### src/rtl/msg_checker_pkg.sv
// Shared types and constants for the msg_checker plaintext acceptance stage.
package msg_checker_pkg;

  typedef enum logic [1:0] {
    IDLE  = 2'd0,
    CHECK = 2'd1,
    DONE  = 2'd2
  } msg_chk_state_t;

  localparam logic [7:0] CHAR_SPACE = 8'h20;
  localparam logic [7:0] CHAR_LO_A  = 8'h61;
  localparam logic [7:0] CHAR_LO_Z  = 8'h7A;

  localparam int unsigned MSG_LEN_DEFAULT = 32;

endpackage

### src/rtl/msg_char_class.sv
// Plaintext alphabet classifier: lowercase a-z or space is legal.
module msg_char_class
  import msg_checker_pkg::*;
(
  input  logic [7:0] char_in,
  output logic       is_legal
);

  assign is_legal = (char_in == CHAR_SPACE) ||
                    ((char_in >= CHAR_LO_A) && (char_in <= CHAR_LO_Z));

endmodule

### config.mk
export PLATFORM = sky130hd
export DESIGN_NAME = msg_char_class
export DESIGN_NICKNAME = d
export VERILOG_FILES = /design/src/rtl/msg_checker_pkg.sv /design/src/rtl/msg_char_class.sv
export SDC_FILE = /design/constraint.sdc
export NUM_CORES = 1
export LEC_CHECK = 0
export CAP_MARGIN = 20
export CELL_PAD_IN_SITES_DETAIL_PLACEMENT = 1
export CELL_PAD_IN_SITES_GLOBAL_PLACEMENT = 1
export CORE_AREA = 2 2 39 41
export DETAILED_ROUTE_END_ITERATION = 10
export DIE_AREA = 0 0 41 43
export PLACE_DENSITY = 0.45
export SKIP_LAST_GASP = 1
export SYNTH_ARGS = -nofsm -noshare
export SYNTH_HDL_FRONTEND = slang
export SYNTH_SLANG_ARGS = --single-unit
### constraint.sdc
create_clock -name vclk -period 0.8
set_input_delay 0.16 -clock vclk [all_inputs]
set_output_delay 0.16 -clock vclk [all_outputs]
set_load 0.05 [all_outputs]
==> qor.csv, run 1 <==
metric,value,unit
status,"complete, but fails checks",
violations,setup timing,
cts_setup_buffers,0,
syn_inst,9,
setup_viol,1,
setup_slack,-296,ps
yosysWarnings,0,
routed_wl,290,um
ios,9,
grt_pass1_wl,455,um
die_y,43,um
switchingPower,0.0000379,W
max_slew_margin,0.848,
fillers,160,
multi_input_area,86.3,um^2
maxCapViolations,0,
drc,0,
fp.coreArea,1380,um^2
num_antenna_cells,0,
max_freq,0.913,GHz
vias,106,
synthDistinctLibCells,8,
start_kind,input pin,
grt_max_degree,4,
die_area,1760,um^2
dieWidth,41,um
syn_nets,17,
rsz0062_at_grt,true,
powerDensity,430,nW/um^2
syn2layout_area_growth,239,%
clkPwrFrac,0,
initial_utilization,0.0416,
p_seq_frac,0,
track_usage,0.0350,
initialDrtViolationCount,1,
drive_gt1_frac,0.667,
viasPerCell,3.12,
synth_top_area_share,0.348,
min_period_over_period,1.37,
slew_viol_final,0,
tightest_slew,227,ps
share_comb_of_total_power,1.000,
arrival,940,ps
clock_buffers,0,
rows,14,
crit_required,640,ps
final-hold-violation-count,0,
ir_drop,0.0967,mV
fin_nets,28,
yosysTopAreaCell,nor3_2,
grt_pass1_vias,103,
synth_area_leaders,"nor3_2 35%, and3_2 13%, nor2b_1 11%",
crit_type,in2out,
antenna_found_initial,0,
dpl_worst_slack,-742,ps
p_int,0.0000460,W
switching_share,0.452,
cp-end-kind,output pin,
post-route-min-period,1100,ps
seq_area,0,um^2
hp-class,in2out,
wl_per_cell,8.53,um
placement.io_buffers,9,
antenna_left,0,
final_util,0.141,
cp_max_fo,2,
avgSynthCellArea,6.40,um^2
grt_remaining_overflow,0,
flops_and_latches,0,
place.gp.congestion,0.602,
synth.cell_area,57.6,um^2
first_pass_iters,3,
yosysSeqAreaShare,0,
cellLeakagePower,0.0712,nW
critical path: stages:
cell,delay (ps)
buf_8,100
nor3_4,200
o22ai_2,110
nor3_4,210
buf_12,160
area by class of cell:
class,count,area share
timing repair buffer,9,0.455
multi-input combinational,9,0.442
tap,16,0.103
synth_stat cells:
library cell	count
nand2_1	1
nor2b_1	1
nor3_2	2
nor2_1	1
o21ai_0	1
a21oi_1	1
o22ai_1	1
and3_2	1
worst paths after layout:
path	cells past startpoint	slack [ps]	end	from
worst max-delay path	5	-300	is_legal	char_in[4]
worst min-delay path	5	800	is_legal	char_in[0]
per-stage QoR:
| step | instances | hold slack, ps | area [um^2] | total power, W | setup TNS (ps) |
|---|---|---|---|---|---|
| 2_1_floorplan | 9 | 569 | 76.3 | 0.0000292 | -274 |
| 3_3_place_gp | 34 | 1140 | 196 | 0.0000860 | -724 |
| 3_5_place_dp | 34 | 1150 | 196 | 0.0000888 | -742 |
| 4_1_cts | 34 | 809 | 199 | 0.0000862 | -328 |
| 5_1_grt | 34 | 849 | 195 | 0.0000909 | -345 |
| 6_report | 34 | 802 | 195 | 0.0000839 | -296 |
placed cells by master, fill, tap and decap left out:
cell type / netlist / layout
nor2_2: 0 / 1
buf_8: 0 / 1
buf_6: 0 / 1
nor3_4: 0 / 2
nand2_1: 1 / 1
nor2b_1: 1 / 1
and3_4: 0 / 1
o21ai_1: 0 / 1
clkbuf_2: 0 / 1
clkdlybuf4s15_1: 0 / 1
o22ai_2: 0 / 1
a21oi_2: 0 / 1
buf_12: 0 / 1
dlygate4sd2_1: 0 / 2
buf_2: 0 / 2
power groups by stage:
stage               Sequential (W)  Clock [W]  Combinational [W]
finish                           0          0          0.0000839
global placement                 0          0          0.0000860
detailed placement               0          0          0.0000888
global route                     0          0          0.0000909
floorplan                        0          0          0.0000292
CTS                              0          0          0.0000862
timing repair:
action	4_1_cts	5_1_grt
pin swaps	3	1
resized for setup	30	2
setup endpoints to repair	1	1
hold buffers	0	0
per-layer routing:
layer | wire (um) | GRT usage
met1 | 115 | 0.0573
met2 | 108 | 0.0438
met3 | 67 | 0.0157
met4 | 0 | 0
met5 | 0 | 0
cells by family after synthesis:
| group | synth area share |
|---|---|
| AND/OR/NAND/NOR | 0.717 |
| AO/OA/AOI/OAI | 0.283 |
(Power assumes the default switching activity.)
==> inputs of run 2 (changes only) <==
Settings changed: MAX_ROUTING_LAYER from default to met4.
==> run 2 against run 1 <==
  * Wire length unchanged
  * Via count did not move
  * The run still ends with setup timing left
  * Power increased by 0.16%
  * Sequential share of layout area is the same
  * Die area unchanged
  * Combinational power barely moved
  * Setup slack about the same
  * Critical path depth unchanged
  * Largest cell class unchanged
  * Final cell count unchanged
  * First-iteration DRC count is the same
  * Hold slack about the same
  * Flip-flop and latch count did not move
==> qor.csv, run 2 (synthesized netlist as in run 1, its figures left out) <==
metric,value,unit
place.gp.congestion,0.606,
violations,setup timing,
p_seq_frac,0,
ir_drop,0.0967,mV
crit_family,simple AND/OR/NAND/NOR gates,
setup_slack,-296,ps
max_freq,0.913,GHz
switchingPower,0.0000381,W
seq_area,0,um^2
cp-end-kind,output pin,
cp_max_fo,2,
switching_share,0.453,
powerDensity,431,nW/um^2
viasPerCell,3.12,
crit_chain,buf_8 > nor3_4 > o22ai_2 > nor3_4 > buf_12,
grt_pass1_vias,103,
cts_setup_buffers,0,
rsz0062_at_grt,true,
slew_viol_final,0,
dieWidth,41,um
min_period_over_period,1.37,
share_comb_of_total_power,1.000,
flops_and_latches,0,
status,"complete, but fails checks",
initial_utilization,0.0416,
rows,14,
grt_pass1_wl,455,um
dp.cells,34,
crit_type,in2out,
maxCapViolations,0,
initialDrtViolationCount,1,
wl_per_cell,8.53,um
grt_max_degree,4,
num_antenna_cells,0,
clock_buffers,0,
fin_nets,28,
track_usage,0.0359,
first_pass_iters,3,
grt_remaining_overflow,0,
fp.coreArea,1380,um^2
die_y,43,um
clkPwrFrac,0,
cellLeakagePower,0.0712,nW
final-hold-violation-count,0,
die_area,1760,um^2
cpPeakStageDelay,210,ps
postCtsHoldBufs,0,
post-route-min-period,1100,ps
max_slew_margin,0.848,
final_cell_count_no_fill,34,
hp-class,in2out,
drive_gt1_frac,0.667,
antenna_left,0,
crit_slowest_cell,nor3_4,
crit_required,640,ps
start_kind,input pin,
tightest_slew,227,ps
drc,0,
mostFrequentLayoutCells,"2 x nor3_4, 2 x buf_2, 2 x dlygate4sd2_1",
post-route-cell-area,195,um^2
routed_wl,290,um
final_util,0.141,
arrival,940,ps
vias,106,
critical_path_buf_inv_count,2,
syn2layout_area_growth,239,%
cpMostUsedCell,nor3_4,
p_int,0.0000460,W
placedInstanceArea,196,um^2
placement.io_buffers,9,
ios,9,
antenna_found_initial,0,
setup_viol,1,
==> run 2: path summary, 6_finish.rpt <==
| kind | start | to | slack [ps] | cells after the start |
|---|---|---|---|---|
| worst max-delay path | char_in[4] | is_legal | -300 | 5 |
| worst min-delay path | char_in[0] | is_legal | 800 | 5 |
==> run 2: metal layers <==
| metal | track usage | share of wire | routed length, um |
|---|---|---|---|
| met2 | 0.0438 | 0.37 | 108 |
| met4 | 0 | 0 | 0 |
| met3 | 0.00524 | 0.18 | 52 |
| met1 | 0.0637 | 0.45 | 130 |
| met5 | - | 0 | 0 |
==> run 2: timing repair <==
| item | CTS | global route |
|---|---|---|
| pin swaps | 3 | 1 |
| resized for setup | 30 | 2 |
| setup endpoints to repair | 1 | 1 |
| endpoints found under the hold margin | 0 | 0 |
==> run 2: through the flow <==
stage                     setup TNS, ps   power, W  hold slack [ps]  worst slack [ps]
after floorplan                    -274  0.0000292              569              -274
after global placement             -724  0.0000860             1140              -724
after detailed placement           -742  0.0000888             1150              -742
after CTS                          -328  0.0000862              809              -328
after global routing               -345  0.0000909              849              -345
final                              -296  0.0000840              802              -296
==> run 2: area by class of cell <==
type / count / area (um^2)
multi-input cells: 9 / 86.3
repair buffers: 9 / 88.8
well taps: 16 / 20.0
fillers: 160 / 1190
==> run 2: power by group through the flow <==
stage	logic (W)	registers, W	clock network, W
3_5_place_dp	0.0000888	0	0
4_1_cts	0.0000862	0	0
3_3_place_gp	0.0000860	0	0
6_report	0.0000840	0	0
2_1_floorplan	0.0000292	0	0
5_1_grt	0.0000909	0	0
